==> config.mk <==
export PLATFORM = sky130hd
export DESIGN_NAME = sram_addr_tx
export DESIGN_NICKNAME = d
export VERILOG_FILES = /design/src/rtl/sram_link_pkg.sv /design/src/rtl/sram_addr_tx_tick.sv /design/src/rtl/sram_addr_tx.sv
export SDC_FILE = /design/constraint.sdc
export NUM_CORES = 1
export LEC_CHECK = 0
export ABC_CLOCK_PERIOD_IN_PS = 7700
export CORE_UTILIZATION = 50
export CTS_BUF_LIST = sky130_fd_sc_hd__clkbuf_4 sky130_fd_sc_hd__clkbuf_8
export DETAILED_ROUTE_END_ITERATION = 7
export GPL_TIMING_DRIVEN = 0
export PLACE_DENSITY = 0.8
export REMOVE_ABC_BUFFERS = 1
export SLEW_MARGIN = 20
export SYNTH_ARGS = -nofsm -noshare
export SYNTH_HDL_FRONTEND = slang
export SYNTH_SLANG_ARGS = --single-unit
==> constraint.sdc <==
create_clock -name clk -period 7.7 [get_ports clk]
set_input_delay 2.31 -clock clk [delete_from_list [all_inputs] [get_ports clk]]
set_output_delay 2.31 -clock clk [all_outputs]
set_load 0.05 [all_outputs]
==> src/rtl/sram_link_pkg.sv <==
// rtl/sram_link_pkg.sv - shared constants, state encoding and helpers for the serial SRAM-address link
package sram_link_pkg;

    // Address width shared with the CPLD address latch.
    localparam int ADDR_W = 21;

    typedef enum logic [1:0] {
        IDLE = 2'd0,
        LOW  = 2'd1,
        HIGH = 2'd2,
        DONE = 2'd3
    } tx_state_e;

    // ceil(log2(v)); 0 for v <= 1.
    function automatic int clog2(input int v);
        int r;
        r = 0;
        for (int p = 1; p < v; p = p * 2) begin
            r = r + 1;
        end
        return r;
    endfunction

endpackage

==> src/rtl/sram_addr_tx_tick.sv <==
// rtl/sram_addr_tx_tick.sv - serial-clock phase down-counter; expire marks the last cycle of a phase
module sram_addr_tx_tick
    import sram_link_pkg::*;
#(
    parameter int CLKDIV = 2
) (
    input  logic clk,
    input  logic rst_n,
    input  logic load,
    output logic expire
);

    localparam int CW = clog2(CLKDIV + 1);
    localparam logic [CW-1:0] RELOAD = CW'(CLKDIV - 1);

    logic [CW-1:0] cnt;

    always_ff @(posedge clk) begin
        if (!rst_n) begin
            cnt <= '0;
        end else if (load) begin
            cnt <= RELOAD;
        end else if (cnt != '0) begin
            cnt <= cnt - CW'(1);
        end
    end

    // Depends only on the count register so the FSM can derive load from it without a loop.
    assign expire = (cnt == '0);

endmodule

==> src/rtl/sram_addr_tx.sv <==
// rtl/sram_addr_tx.sv - MSB-first serializer of an SRAM address onto a ser_clk/ser_data pair
module sram_addr_tx
    import sram_link_pkg::*;
#(
    parameter int DWIDTH = ADDR_W,
    parameter int CLKDIV = 2
) (
    input  logic              clk,
    input  logic              rst_n,
    input  logic [DWIDTH-1:0] addr_in,
    input  logic              start,
    input  logic              inc,
    output logic              busy,
    output logic              done,
    output logic [DWIDTH-1:0] addr_held,
    output logic              ser_clk,
    output logic              ser_data
);

    localparam int BW = (clog2(DWIDTH) < 1) ? 1 : clog2(DWIDTH);
    localparam logic [BW-1:0] MSB_IDX = BW'(DWIDTH - 1);

    tx_state_e         state;
    tx_state_e         state_nx;
    logic [BW-1:0]     bit_idx;
    logic [BW-1:0]     bit_nx;
    logic [DWIDTH-1:0] addr_nx;
    logic              ser_data_nx;
    logic              load;
    logic              expire;

    sram_addr_tx_tick #(
        .CLKDIV (CLKDIV)
    ) u_tick (
        .clk    (clk),
        .rst_n  (rst_n),
        .load   (load),
        .expire (expire)
    );

    always_comb begin
        state_nx    = state;
        bit_nx      = bit_idx;
        addr_nx     = addr_held;
        ser_data_nx = 1'b0;

        case (state)
            IDLE: begin
                if (start) begin
                    addr_nx  = addr_in;
                    bit_nx   = MSB_IDX;
                    state_nx = LOW;
                end else if (inc) begin
                    addr_nx  = addr_held + DWIDTH'(1);
                    bit_nx   = MSB_IDX;
                    state_nx = LOW;
                end
            end
            LOW: begin
                if (expire) begin
                    state_nx = HIGH;
                end
            end
            HIGH: begin
                if (expire) begin
                    if (bit_idx != '0) begin
                        bit_nx   = bit_idx - BW'(1);
                        state_nx = LOW;
                    end else begin
                        state_nx = DONE;
                    end
                end
            end
            DONE: begin
                state_nx = IDLE;
            end
            default: begin
                state_nx = IDLE;
            end
        endcase

        load = (state_nx != state);

        // Outputs are registered from next-state values, so data only moves on entry to LOW.
        if (state_nx == LOW) begin
            ser_data_nx = addr_nx[bit_nx];
        end else if (state_nx == HIGH) begin
            ser_data_nx = ser_data;
        end
    end

    always_ff @(posedge clk) begin
        if (!rst_n) begin
            state     <= IDLE;
            bit_idx   <= '0;
            addr_held <= '0;
            busy      <= 1'b0;
            done      <= 1'b0;
            ser_clk   <= 1'b0;
            ser_data  <= 1'b0;
        end else begin
            state     <= state_nx;
            bit_idx   <= bit_nx;
            addr_held <= addr_nx;
            busy      <= (state_nx == LOW) || (state_nx == HIGH);
            done      <= (state_nx == DONE);
            ser_clk   <= (state_nx == HIGH);
            ser_data  <= ser_data_nx;
        end
    end

endmodule

==> impl_results.md <==
* GPL Wtd Cong at 0.864
* H-tree Lvls at 2
* Cells on worst reg2reg path at 7
* Static leakage at 1.17 nW
* Number of iterations in the first detailed-routing pass at 4
* Post-synth ARST share at 0%
* Number of CTS-inserted buffers at 5
* Max_cap viols at 0
* Root buf cell: clkbuf_8
* Sinks on Clock Net at 34
* Row Count at 25
* PD cells at 210 mW/mm^2
* Flop-to-flop setup slack at 4.66 ns
* Ranking of synthesized cells by area: dfxtp_1, nor2_1, ha_1, mux2i_1, nand4_1
* # hold bufs at CTS at 0
* R2R Path End: ser_data$_SDFFE_PN0P_
* WP buf/inv at 2
* Ports at 50
* Critical Path Source: start
* Final period utilization at 70.5%
* Ys Warns at 0
* Post-Syn Instances at 309
* Via-to-Cell Ratio at 6.08
* Hold Crit Start: u_tick.cnt[1]$_SDFFE_PP0P_
* Finished Cell Area at 0.00305 mm^2
* Count of pins over their slew limit at 0
* Post-route minimum period at 5.43 ns
* Hold Vio Cnt, Final at 0
* Crit Path Max Fanout at 28
* Seq/Total Area, Yosys at 27.7%
* Place WS at 2.05 ns
* Power Total at 0.641 mW
* Final non-filler cell total at 414
* Worst skew pair latency at 0.29 ns
* Worst EP required at 7.87 ns
* Path length in cells of the critical path at 11
* Crit-path slowest cell: clkdlybuf4s50_1
* Mapped Avg Cell Area at 7.94 um^2
* Core box area at 0.00472 mm^2
* Port-buffer cells at 49
* Clk slew on worst S/H paths at 0.07 ns
* Reg-to-reg startpoint: state[0]$_SDFF_PN0_
* GRT Util Overall at 27.1%
* Setup tns final at 0 ns
* Crit-path max cell delay at 1.13 ns
* Slew @ Worst Pin at 0.996 ns
* # DRC at 0
* Data arrival, critical path at 5.60 ns
* P&R area growth vs syn at 24.2%
* # resized after CTS at 0
* Die span in x at 72.1 um
* Worst Skew at 0.00575 ns
* CP endpoint: ser_data$_SDFFE_PN0P_
* HP Class: register to register
* Max Freq at 184 MHz
* Initial Util at 51.9%
* WL final at 6770 um
* Vias at 2,516
* Die ar. at 0.00519 mm^2
* CP Launch Type: primary input
* Number of global-route vias before repair at 2,299
* Status: finished clean
* Final net count at 378
* CP Cell Sequence: clkdlybuf4s50_1, nor2_1, a21o_1, a21oi_1, inv_1, ha_1, and3_1, or2_2, a221o_1, nor3_2, a211oi_2
* Die height at 72.1 um
* Hpwl dp at 4630 um
* Top-area cell type share of the netlist area at 27.7%
* VDD IR-drop max at 0.000105 V
* Setup violators final at 0
* Synth unique cells at 66
* DRT iter0 DRCs at 263
* Final worst slack at 2.27 ns
* Placed Area at 0.00294 mm^2
* RSZ-0062 raised after global routing: false
* Fillers at 402
* Initial antenna violation count at 0
* CTS tree: yes
* Ys flop type: dfxtp_1
* # diodes at 0
* Cell taking the most area after synthesis: dfxtp_1
* Worst path top cell family by delay: buffers and inverters
* CP Class: primary input to register
* First-pass GRT wire length at 11,100 um
* Post-DR wirelength/cell at 16.4 um
* Rel. slew slack at 33.4%
* Post-synth EDFFs at 0
* Routed Antenna Nets at 0
* Mapped Area at 0.00245 mm^2
* Placed cells at 406
* Count leader, synth: nor2_1
* Share of layout cells above drive strength 1 at 8.65%
* Gr ovfl total at 0
* Critical Path Sink Type: register
* Most instantiated cells after synthesis: nor2_1, dfxtp_1, nand2_1
* #FFs+latches synth at 34
* CTS max path bufs at 2
* Postcts setup bufs at 0
* Largest net degree at the start of global routing at 36
[logic make-up after synthesis]
kind of cell	after synthesis	synth area share (%)
flip-flops	34	27.7
multiplexers	13	5.81
XOR/XNOR	1	0.357
AND/OR/NAND/NOR	135	30.5
buffers and inverters	34	6.37
adder cells (fa/ha/maj)	7	3.57
AO/OA/AOI/OAI	85	25.7
[area by class of cell]
class | count | area (um^2) | share of cell area (%)
inverter | 15 | 58.8 | 1.93
timing repair buffer | 49 | 490 | 16.1
sequential | 34 | 681 | 22.3
multi-input combinational | 241 | 1620 | 53.3
clock buffer | 8 | 110 | 3.61
tap | 67 | 83.8 | 2.75
[flip-flops by register name (all words and copies together) (netlist names)]
signal,cells
ser_clk,1
addr_held,21
bit_idx,5
u_tick.cnt,2
done,1
busy,1
state,2
ser_data,1
[how the worst min path moves through the flow]
stage                                            end  slack [ns]  cells after the start
after detailed placement  u_tick.cnt[1]$_SDFFE_PP0P_        0.58                      3
after floorplan           u_tick.cnt[1]$_SDFFE_PP0P_        0.55                      3
after global placement    u_tick.cnt[1]$_SDFFE_PP0P_        0.57                      3
after global routing        addr_held[20]$_SDFF_PN0_        0.65                      2
after CTS                 u_tick.cnt[1]$_SDFFE_PP0P_        0.60                      3
final                     u_tick.cnt[1]$_SDFFE_PP0P_        0.60                      3
[power by group]
| group | total, mW | internal [mW] | switching [mW] |
|---|---|---|---|
| Sequential | 0.227 | 0.196 | 0.0310 |
| Clock | 0.159 | 0.0904 | 0.0683 |
| Combinational | 0.256 | 0.0978 | 0.158 |
| Total | 0.641 | 0.384 | 0.257 |
[tightest hold or removal path, stage by stage (launching register included)]
cell and delay, ns:
dfxtp_1 0.33, nand2_1 0.04, o21ai_0 0.06, and3_1 0.14
[layout by cell type (no fill, tap or decap), types with 6 or more instances in the layout]
cell,Yosys,layout
nand2_1,19,19
o22ai_1,9,9
clkbuf_8,0,8
nand4_1,12,12
nor2_1,42,41
a21oi_1,14,14
a21o_1,6,6
mux2i_1,8,8
and3_1,11,11
and2_1,7,7
dfxtp_1,34,34
o22a_1,6,6
clkdlybuf4s50_1,0,49
a31oi_1,10,10
inv_1,12,12
ha_1,7,7
nor3_1,10,10
nand3_1,8,8
[stage by stage]
step           hold slack [ns]  utilization, %
2_1_floorplan            0.553               -
3_3_place_gp             0.570            62.0
3_5_place_dp             0.585            62.2
4_1_cts                  0.601            64.5
5_1_grt                  0.647            64.5
6_report                 0.596            64.5
[per-layer routing]
layer	vias to the layer above	share of wire [%]	GRT usage, %
li1	1236	-	-
met1	1175	43	35.3
met2	96	49	46.2
met3	9	6.6	5.00
met4	0	1.2	7.19
met5	-	0	0
Note: power is estimated with default switching activity, not from simulation.
